File: src/rtl/uart_rx_cfg_if.sv
// Receive-side byte stream interface of uart_rx_cfg: received word with its
// error sidebands, a valid/ready handshake and the one-clock event pulses.
interface uart_rx_cfg_if #(
  parameter int DATA_BITS = 8
);
  logic [DATA_BITS-1:0] rx_data;
  logic                 rx_valid;
  logic                 rx_ready;
  logic                 parity_error;
  logic                 frame_error;
  logic                 overrun;
  logic                 break_det;

  // Receiver side: produces words and events, observes consumer readiness.
  modport master (
    output rx_data,
    output rx_valid,
    output parity_error,
    output frame_error,
    output overrun,
    output break_det,
    input  rx_ready
  );

  // Consumer side: takes words and events, signals readiness.
  modport slave (
    input  rx_data,
    input  rx_valid,
    input  parity_error,
    input  frame_error,
    input  overrun,
    input  break_det,
    output rx_ready
  );
endinterface

File: src/rtl/uart_rx_cfg.sv
// Configurable UART receiver: oversampled line, 3-sample majority per bit,
// false-start rejection, optional parity, 1 or 2 stop bits, break detection
// and a single-entry output register with overrun reporting.
module uart_rx_cfg #(
  parameter int CLK_FREQ   = 50_000_000,
  parameter int UART_BPS   = 115200,
  parameter int OVERSAMPLE = 16,
  parameter int DATA_BITS  = 8,
  parameter int PARITY     = 0,
  parameter int STOP_BITS  = 1
) (
  input  logic          clk,
  input  logic          rst_n,
  input  logic          uart_rxd,
  uart_rx_cfg_if.master rx_if
);

  localparam int TICK_DIV = CLK_FREQ / (UART_BPS * OVERSAMPLE);
  localparam int TICK_W   = (TICK_DIV > 1) ? $clog2(TICK_DIV) : 1;
  localparam int OS_W     = $clog2(OVERSAMPLE);
  localparam int BIT_W    = 4;
  localparam int SMP_A    = OVERSAMPLE / 2 - 1;
  localparam int SMP_B    = OVERSAMPLE / 2;
  localparam int SMP_C    = OVERSAMPLE / 2 + 1;

  generate
    if (TICK_DIV < 1) begin : g_bad_tick
      $error("uart_rx_cfg: CLK_FREQ too low for UART_BPS*OVERSAMPLE");
    end
    if ((OVERSAMPLE < 4) || ((OVERSAMPLE % 2) != 0)) begin : g_bad_os
      $error("uart_rx_cfg: OVERSAMPLE must be even and >= 4");
    end
    if ((DATA_BITS < 5) || (DATA_BITS > 9)) begin : g_bad_db
      $error("uart_rx_cfg: DATA_BITS must be 5..9");
    end
    if ((PARITY < 0) || (PARITY > 2)) begin : g_bad_par
      $error("uart_rx_cfg: PARITY must be 0, 1 or 2");
    end
    if ((STOP_BITS < 1) || (STOP_BITS > 2)) begin : g_bad_stop
      $error("uart_rx_cfg: STOP_BITS must be 1 or 2");
    end
  endgenerate

  typedef enum logic [2:0] {
    IDLE   = 3'd0,
    START  = 3'd1,
    DATA   = 3'd2,
    PARITY_ST = 3'd3,
    STOP   = 3'd4,
    BRK    = 3'd5
  } state_t;

  // Expected parity bit for a data word; odd adds the inversion.
  function automatic logic calc_parity(input logic [DATA_BITS-1:0] d, input logic odd);
    return (^d) ^ odd;
  endfunction

  state_t               state_r, state_nxt;
  logic [2:0]           sync_r;
  logic [TICK_W-1:0]    tick_cnt_r;
  logic [OS_W-1:0]      os_cnt_r;
  logic [BIT_W-1:0]     bit_cnt_r;
  logic                 smp_a_r, smp_b_r;
  logic [DATA_BITS-1:0] data_r;
  logic                 par_bit_r;
  logic                 stop_err_r, stop_zero_r;
  logic [DATA_BITS-1:0] rx_data_r;
  logic                 rx_valid_r, parity_error_r, frame_error_r, overrun_r, break_r;

  logic line_s, fall_s, tick_s, samp_a_s, samp_b_s, samp_c_s, bit_end_s, maj_s;
  logic start_s, shift_s, par_ld_s, stop_smp_s, bit_inc_s, bit_clr_s, done_s, brk_s;
  logic par_err_s, frm_err_s, all_zero_s, last_stop_s;

  // Line as seen by the FSM is the middle stage; edge found against the last.
  assign line_s    = sync_r[1];
  assign fall_s    = sync_r[2] & ~sync_r[1];
  assign tick_s    = (tick_cnt_r == TICK_W'(TICK_DIV - 1));
  assign samp_a_s  = tick_s && (os_cnt_r == OS_W'(SMP_A));
  assign samp_b_s  = tick_s && (os_cnt_r == OS_W'(SMP_B));
  assign samp_c_s  = tick_s && (os_cnt_r == OS_W'(SMP_C));
  assign bit_end_s = tick_s && (os_cnt_r == OS_W'(OVERSAMPLE - 1));
  // Third sample is the live line value; majority is valid in that cycle.
  assign maj_s     = (smp_a_r & smp_b_r) | (smp_a_r & line_s) | (smp_b_r & line_s);

  assign last_stop_s = (bit_cnt_r == BIT_W'(STOP_BITS - 1));
  assign par_err_s   = (PARITY != 0) && (par_bit_r != calc_parity(data_r, (PARITY == 1)));
  assign frm_err_s   = stop_err_r | ~maj_s;
  assign all_zero_s  = (data_r == {DATA_BITS{1'b0}}) && ((PARITY == 0) || !par_bit_r) &&
                       stop_zero_r && !maj_s;

  // Three-flop synchroniser, idles high.
  always_ff @(posedge clk or negedge rst_n) begin
    if (!rst_n) begin
      sync_r <= 3'b111;
    end else begin
      sync_r <= {sync_r[1:0], uart_rxd};
    end
  end

  // FSM state register.
  always_ff @(posedge clk or negedge rst_n) begin
    if (!rst_n) begin
      state_r <= IDLE;
    end else begin
      state_r <= state_nxt;
    end
  end

  // Next-state and per-cycle datapath strobes.
  always_comb begin
    state_nxt  = state_r;
    start_s    = 1'b0;
    shift_s    = 1'b0;
    par_ld_s   = 1'b0;
    stop_smp_s = 1'b0;
    bit_inc_s  = 1'b0;
    bit_clr_s  = 1'b0;
    done_s     = 1'b0;
    brk_s      = 1'b0;
    case (state_r)
      IDLE: begin
        if (fall_s) begin
          state_nxt = START;
          start_s   = 1'b1;
        end else begin
          state_nxt = IDLE;
        end
      end
      START: begin
        if (samp_c_s && maj_s) begin
          state_nxt = IDLE;
        end else if (bit_end_s) begin
          state_nxt = DATA;
          bit_clr_s = 1'b1;
        end else begin
          state_nxt = START;
        end
      end
      DATA: begin
        if (samp_c_s) begin
          shift_s = 1'b1;
        end else begin
          shift_s = 1'b0;
        end
        if (bit_end_s && (bit_cnt_r == BIT_W'(DATA_BITS - 1))) begin
          state_nxt = (PARITY != 0) ? PARITY_ST : STOP;
          bit_clr_s = 1'b1;
        end else if (bit_end_s) begin
          bit_inc_s = 1'b1;
        end else begin
          state_nxt = DATA;
        end
      end
      PARITY_ST: begin
        if (samp_c_s) begin
          par_ld_s = 1'b1;
        end else begin
          par_ld_s = 1'b0;
        end
        if (bit_end_s) begin
          state_nxt = STOP;
          bit_clr_s = 1'b1;
        end else begin
          state_nxt = PARITY_ST;
        end
      end
      STOP: begin
        // The last stop bit completes at its majority point so a following
        // start bit can be caught without waiting for the bit to end.
        if (samp_c_s && last_stop_s) begin
          stop_smp_s = 1'b1;
          if (all_zero_s) begin
            brk_s     = 1'b1;
            state_nxt = BRK;
          end else begin
            done_s    = 1'b1;
            state_nxt = IDLE;
          end
        end else if (samp_c_s) begin
          stop_smp_s = 1'b1;
        end else begin
          state_nxt = STOP;
        end
        if (bit_end_s && !last_stop_s) begin
          bit_inc_s = 1'b1;
        end else begin
          bit_inc_s = 1'b0;
        end
      end
      BRK: begin
        if (line_s) begin
          state_nxt = IDLE;
        end else begin
          state_nxt = BRK;
        end
      end
      default: begin
        state_nxt = IDLE;
      end
    endcase
  end

  // Tick divider and in-bit sample counter; held at zero while idle.
  always_ff @(posedge clk or negedge rst_n) begin
    if (!rst_n) begin
      tick_cnt_r <= {TICK_W{1'b0}};
      os_cnt_r   <= {OS_W{1'b0}};
    end else if ((state_r == IDLE) || start_s) begin
      tick_cnt_r <= {TICK_W{1'b0}};
      os_cnt_r   <= {OS_W{1'b0}};
    end else if (tick_s) begin
      tick_cnt_r <= {TICK_W{1'b0}};
      os_cnt_r   <= bit_end_s ? {OS_W{1'b0}} : os_cnt_r + OS_W'(1);
    end else begin
      tick_cnt_r <= tick_cnt_r + TICK_W'(1);
    end
  end

  // Frame datapath: samples, bit counter, shift register, parity and stop flags.
  always_ff @(posedge clk or negedge rst_n) begin
    if (!rst_n) begin
      smp_a_r     <= 1'b1;
      smp_b_r     <= 1'b1;
      bit_cnt_r   <= {BIT_W{1'b0}};
      data_r      <= {DATA_BITS{1'b0}};
      par_bit_r   <= 1'b0;
      stop_err_r  <= 1'b0;
      stop_zero_r <= 1'b1;
    end else begin
      if (samp_a_s) smp_a_r <= line_s;
      if (samp_b_s) smp_b_r <= line_s;
      if (bit_clr_s) begin
        bit_cnt_r <= {BIT_W{1'b0}};
      end else if (bit_inc_s) begin
        bit_cnt_r <= bit_cnt_r + BIT_W'(1);
      end
      if (shift_s) data_r <= {maj_s, data_r[DATA_BITS-1:1]};
      if (par_ld_s) par_bit_r <= maj_s;
      if (start_s) begin
        stop_err_r  <= 1'b0;
        stop_zero_r <= 1'b1;
      end else if (stop_smp_s) begin
        stop_err_r  <= stop_err_r | ~maj_s;
        stop_zero_r <= stop_zero_r & ~maj_s;
      end
    end
  end

  // Output register: load on completion unless a held word is still pending.
  always_ff @(posedge clk or negedge rst_n) begin
    if (!rst_n) begin
      rx_data_r      <= {DATA_BITS{1'b0}};
      rx_valid_r     <= 1'b0;
      parity_error_r <= 1'b0;
      frame_error_r  <= 1'b0;
      overrun_r      <= 1'b0;
      break_r        <= 1'b0;
    end else begin
      overrun_r <= 1'b0;
      break_r   <= brk_s;
      if (done_s && (!rx_valid_r || rx_if.rx_ready)) begin
        rx_data_r      <= data_r;
        parity_error_r <= par_err_s;
        frame_error_r  <= frm_err_s;
        rx_valid_r     <= 1'b1;
      end else if (done_s) begin
        overrun_r <= 1'b1;
      end else if (rx_valid_r && rx_if.rx_ready) begin
        rx_valid_r <= 1'b0;
      end
    end
  end

  assign rx_if.rx_data      = rx_data_r;
  assign rx_if.rx_valid     = rx_valid_r;
  assign rx_if.parity_error = parity_error_r;
  assign rx_if.frame_error  = frame_error_r;
  assign rx_if.overrun      = overrun_r;
  assign rx_if.break_det    = break_r;

endmodule

File: src/flat_wrapper.sv
// flat-port wrapper written by rule: the top's interface ports become plain ports
module uart_rx_cfg_flat 
#(
  parameter int CLK_FREQ   = 50_000_000,
  parameter int UART_BPS   = 115200,
  parameter int OVERSAMPLE = 16,
  parameter int DATA_BITS  = 8,
  parameter int PARITY     = 0,
  parameter int STOP_BITS  = 1
)
  (clk, rst_n, uart_rxd, rx_if_rx_data, rx_if_rx_valid, rx_if_parity_error, rx_if_frame_error, rx_if_overrun, rx_if_break_det, rx_if_rx_ready);
  uart_rx_cfg_if #(.DATA_BITS(DATA_BITS)) rx_if_i ();
  input  logic clk;
  input  logic rst_n;
  input  logic uart_rxd;
  output wire logic [$bits(rx_if_i.rx_data)-1:0] rx_if_rx_data;
  output wire logic [$bits(rx_if_i.rx_valid)-1:0] rx_if_rx_valid;
  output wire logic [$bits(rx_if_i.parity_error)-1:0] rx_if_parity_error;
  output wire logic [$bits(rx_if_i.frame_error)-1:0] rx_if_frame_error;
  output wire logic [$bits(rx_if_i.overrun)-1:0] rx_if_overrun;
  output wire logic [$bits(rx_if_i.break_det)-1:0] rx_if_break_det;
  input wire logic [$bits(rx_if_i.rx_ready)-1:0] rx_if_rx_ready;
  assign rx_if_rx_data = rx_if_i.rx_data;
  assign rx_if_rx_valid = rx_if_i.rx_valid;
  assign rx_if_parity_error = rx_if_i.parity_error;
  assign rx_if_frame_error = rx_if_i.frame_error;
  assign rx_if_overrun = rx_if_i.overrun;
  assign rx_if_break_det = rx_if_i.break_det;
  assign rx_if_i.rx_ready = rx_if_rx_ready;
  uart_rx_cfg #(.CLK_FREQ(CLK_FREQ), .UART_BPS(UART_BPS), .OVERSAMPLE(OVERSAMPLE), .DATA_BITS(DATA_BITS), .PARITY(PARITY), .STOP_BITS(STOP_BITS)) u_core (.clk(clk), .rst_n(rst_n), .uart_rxd(uart_rxd), .rx_if(rx_if_i));
endmodule
File: config.mk
export PLATFORM = sky130hd
export DESIGN_NAME = uart_rx_cfg_flat
export DESIGN_NICKNAME = d
export VERILOG_FILES = /design/src/rtl/uart_rx_cfg_if.sv /design/src/rtl/uart_rx_cfg.sv /design/src/flat_wrapper.sv
export SDC_FILE = /design/constraint.sdc
export NUM_CORES = 1
export LEC_CHECK = 0
export BUFFER_PORTS_ARGS = -buffer_cell sky130_fd_sc_hd__buf_4
export CAP_MARGIN = 20
export CORE_MARGIN = 10
export CORE_UTILIZATION = 43
export DETAILED_ROUTE_END_ITERATION = 10
export GPL_ROUTABILITY_DRIVEN = 0
export HOLD_SLACK_MARGIN = 0.06
export PLACE_DENSITY = 0.69
export SLEW_MARGIN = 20
export SYNTH_ARGS = -nofsm -noshare
export SYNTH_HDL_FRONTEND = slang
export SYNTH_SLANG_ARGS = --single-unit
export TNS_END_PERCENT = 100
File: constraint.sdc
create_clock -name clk -period 2.9 [get_ports clk]
set_clock_uncertainty 0.1 [all_clocks]
set_input_delay 0 -clock clk [delete_from_list [all_inputs] [get_ports clk]]
set_output_delay 0 -clock clk [all_outputs]
set_load 0.03 [all_outputs]
==> summary.txt <==
Status
  – Outcome: completed

Synth
  – Synth cell types: 45
  – Ys async rst share: 100%
  – Post-synth EDFFs: 0
  – Syn Inst Count: 183
  – Synth top cells by count: dfrtp_1, mux2_2, nand2_1
  – Syn_area_per_cell: 11.3 um2
  – FF+latch count, synth: 43
  – Sequential share of the synthesized area: 52.2%
  – Yosys top cell area share: 44.6%
  – Top-count cell post-synth: dfrtp_1
  – Dominant synthesized flop cell: dfrtp_1
  – Net Count, Synth: 194
  – Synth area leader: dfrtp_1
  – Synth area leaders: dfrtp_1, mux2_2, dfstp_2, ha_1, a21oi_1
  – Synth Warn #: 0
  – Mapped Area: 0.00208 mm2

Min path
  – Worst Hold Class: primary input to async pin

Clock tree
  – H-Tree Depth: 2
  – Clk_lat worst skew: 300 ps
  – Max Root-Sink Buffers: 2
  – # clock sinks: 43
  – Clk slew on worst S/H paths: 90 ps
  – TritonCTS clock tree: built
  – CTS Root Cell: clkbuf_8
  – Post-cts sizing count: 0
  – CTS Hold Bufs: 3
  – Post-CTS Setup Bufs: 0
  – Num CTS Buffers: 5

Worst setup path
  – RR Endpoint: u_core.data_r[5]$_DFFE_PN0P_
  – Critical path arrival: 2420 ps
  – Worst setup path class: register to register
  – Critical path required time: 2990 ps
  – Crit path to: u_core.data_r[5]$_DFFE_PN0P_
  – Worst r2r path cells: 6
  – Critical path fanouts, max: 8
  – Startpoint class of the critical path: register
  – FF-to-FF setup slack: 570 ps
  – Reg-to-Reg Start: u_core.tick_cnt_r[0]$_DFF_PN0_
  – Worst setup path start: u_core.tick_cnt_r[0]$_DFF_PN0_
  – Crit path capture type: register

Detailed routing
  – Routed WL: 3770 um
  – Post-DR vias/cell: 5.43
  – Drt pass-1 iters: 4
  – Vias: 1401
  – Routed wire per std cell: 14.6 um
  – DR DRC count: 0
  – Routed Antenna Nets: 0
  – Drt initial violations: 83

Final layout
  – Share of cells above drive strength 1: 26.0%
  – Fin nets: 214
  – Ant. Diodes: 0
  – Area grow syn2layout: 14.2%

Timing
  – Final Max Tran Viols: 0
  – Post-route setup TNS: 0 ps
  – Hold_ws: 123 ps
  – Final period util: 80.4%
  – Tmin final: 2330 ps
  – Final Hold Fails: 0
  – # setup viols final: 0
  – Worst slew margin: 58.3%
  – RSZ-0062 raised after global routing: no
  – Highest Clock Rate: 429 MHz
  – Least-Margin Pin Slew: 624 ps

Global route
  – Gr usage total: 10.5%
  – Number of global-route vias before repair: 1427
  – Antenna violations before repair: 0
  – Pin count of the biggest net entering global routing: 44
  – Total grt overflow: 0
  – First-pass GRT wire length: 6660 um

Power and ir drop
  – Maximum VDD drop: 0.344 mV
  – Switching power: 0.326 mW
  – Internal power: 0.958 mW
  – Clock share of power: 37.5%
  – P per Cell Area: 542 mW/mm2
  – Combinational cell fraction of total power: 9.5%
  – Pleak: 1.10 nW
  – Switching Share: 25.4%
  – Sequential share of power: 53.0%

Floorplan
  – Core ar.: 0.00469 mm2
  – Core Rows: 25
  – # IOs: 17
  – Die Height: 89.5 um
  – Die ar.: 0.00801 mm2
  – Die width: 89.5 um
  – Initial Util: 44.2%

Place
  – Hpwl dp: 2680 um
  – Port bufs: 15

Run
  – Maxcap violations: 0
-- power groups by stage --
stage / registers (mW) / logic (mW) / clock network, mW
2_1_floorplan: 0.679 / 0.0928 / 0
3_3_place_gp: 0.690 / 0.119 / 0
3_5_place_dp: 0.691 / 0.122 / 0
4_1_cts: 0.680 / 0.126 / 0.493
5_1_grt: 0.690 / 0.143 / 0.522
6_report: 0.680 / 0.122 / 0.482
-- critical path, stage by stage (launching register included) --
cell,delay (ps)
dfrtp_1,410
inv_1,70
ha_1,150
and4b_1,310
nand2_1,110
or4_1,680
mux2_1,380
-- routing by layer --
| layer | vias to the layer above | global-route usage, % | share of wire (%) |
|---|---|---|---|
| met1 | 684 | 13.5 | 47 |
| met4 | 0 | 3.18 | 1.3 |
| met2 | 28 | 15.8 | 47 |
| li1 | 684 | - | - |
| met3 | 5 | 4.01 | 4.9 |
| met5 | - | 0 | 0 |
-- sequential cells by signal, indices dropped and copies added (netlist names) --
| register | flops |
|---|---|
| u_core.state_r | 3 |
| u_core.rx_if.break_det | 1 |
| u_core.bit_cnt_r | 4 |
| u_core.smp_a_r | 1 |
| u_core.os_cnt_r | 4 |
| u_core.sync_r | 3 |
| u_core.rx_if.rx_data | 8 |
| u_core.rx_if.frame_error | 1 |
| u_core.rx_if.overrun | 1 |
| u_core.stop_zero_r | 1 |
| u_core.rx_if.rx_valid | 1 |
| u_core.data_r | 8 |
| u_core.tick_cnt_r | 5 |
| u_core.stop_err_r | 1 |
| u_core.smp_b_r | 1 |
-- cell usage in the layout, fill, tap and decap left out, types with 5 or more instances in the layout --
| cell type | instances |
|---|---|
| nand2_1 | 12 |
| or4_1 | 5 |
| nand3_1 | 7 |
| inv_1 | 10 |
| o21ai_0 | 5 |
| nor2_1 | 11 |
| mux2_2 | 17 |
| dfstp_2 | 6 |
| dfrtp_1 | 37 |
| a21oi_1 | 9 |
| ha_1 | 7 |
| nor3_1 | 5 |
| buf_4 | 17 |
| clkbuf_8 | 5 |
-- worst min path at each step --
stage                from                                   end  slack [ps]  cells past startpoint
floorplan           rst_n       u_core.bit_cnt_r[0]$_DFFE_PN0P_        -400                      0
global placement    rst_n       u_core.bit_cnt_r[0]$_DFFE_PN0P_         -80                      1
detailed placement  rst_n       u_core.bit_cnt_r[0]$_DFFE_PN0P_         -80                      1
CTS                 rst_n        u_core.os_cnt_r[2]$_DFFE_PN0P_         140                      2
global route        rst_n  u_core.rx_if.frame_error$_DFFE_PN0P_         160                      2
finish              rst_n       u_core.bit_cnt_r[0]$_DFFE_PN0P_         120                      2
-- metrics by stage --
step / instance area, um2 / worst slack (ps) / std cells / power, mW / utilization (%)
after CTS: 2370 / 558 / 258 / 1.30 / 50.5
after floorplan: 2080 / 779 / 183 / 0.772 / -
after global placement: 2220 / 632 / 247 / 0.809 / 47.4
after detailed placement: 2220 / 572 / 247 / 0.813 / 47.4
after global routing: 2370 / 399 / 258 / 1.35 / 50.5
final: 2370 / 569 / 258 / 1.28 / 50.5
-- final cells by class --
class	count	area [um2]
clock buffers	5	68.8
clock inverters	3	46.3
fillers	430	2320
inverters	10	37.5
multi-input cells	123	908
flip-flops and latches	43	1080
well taps	54	67.6
repair buffers	20	158
-- kinds of logic (layout without fill, tap and decap cells) --
logic type                 count (synthesis)  in the layout  synth area share (%)
and+or+nand+nor                           66             66                  18.9
DFF                                       43             43                  52.2
AOI/OAI and AO/OA                         25             25                  7.96
muxes                                     19             19                  10.3
buffers and inverters                     17             38                  4.04
adders and majority gates                  8              8                  4.70
xor gates and xnor gates                   4              4                  1.69
other                                      1              1                 0.181
(Power assumes the default switching activity.)
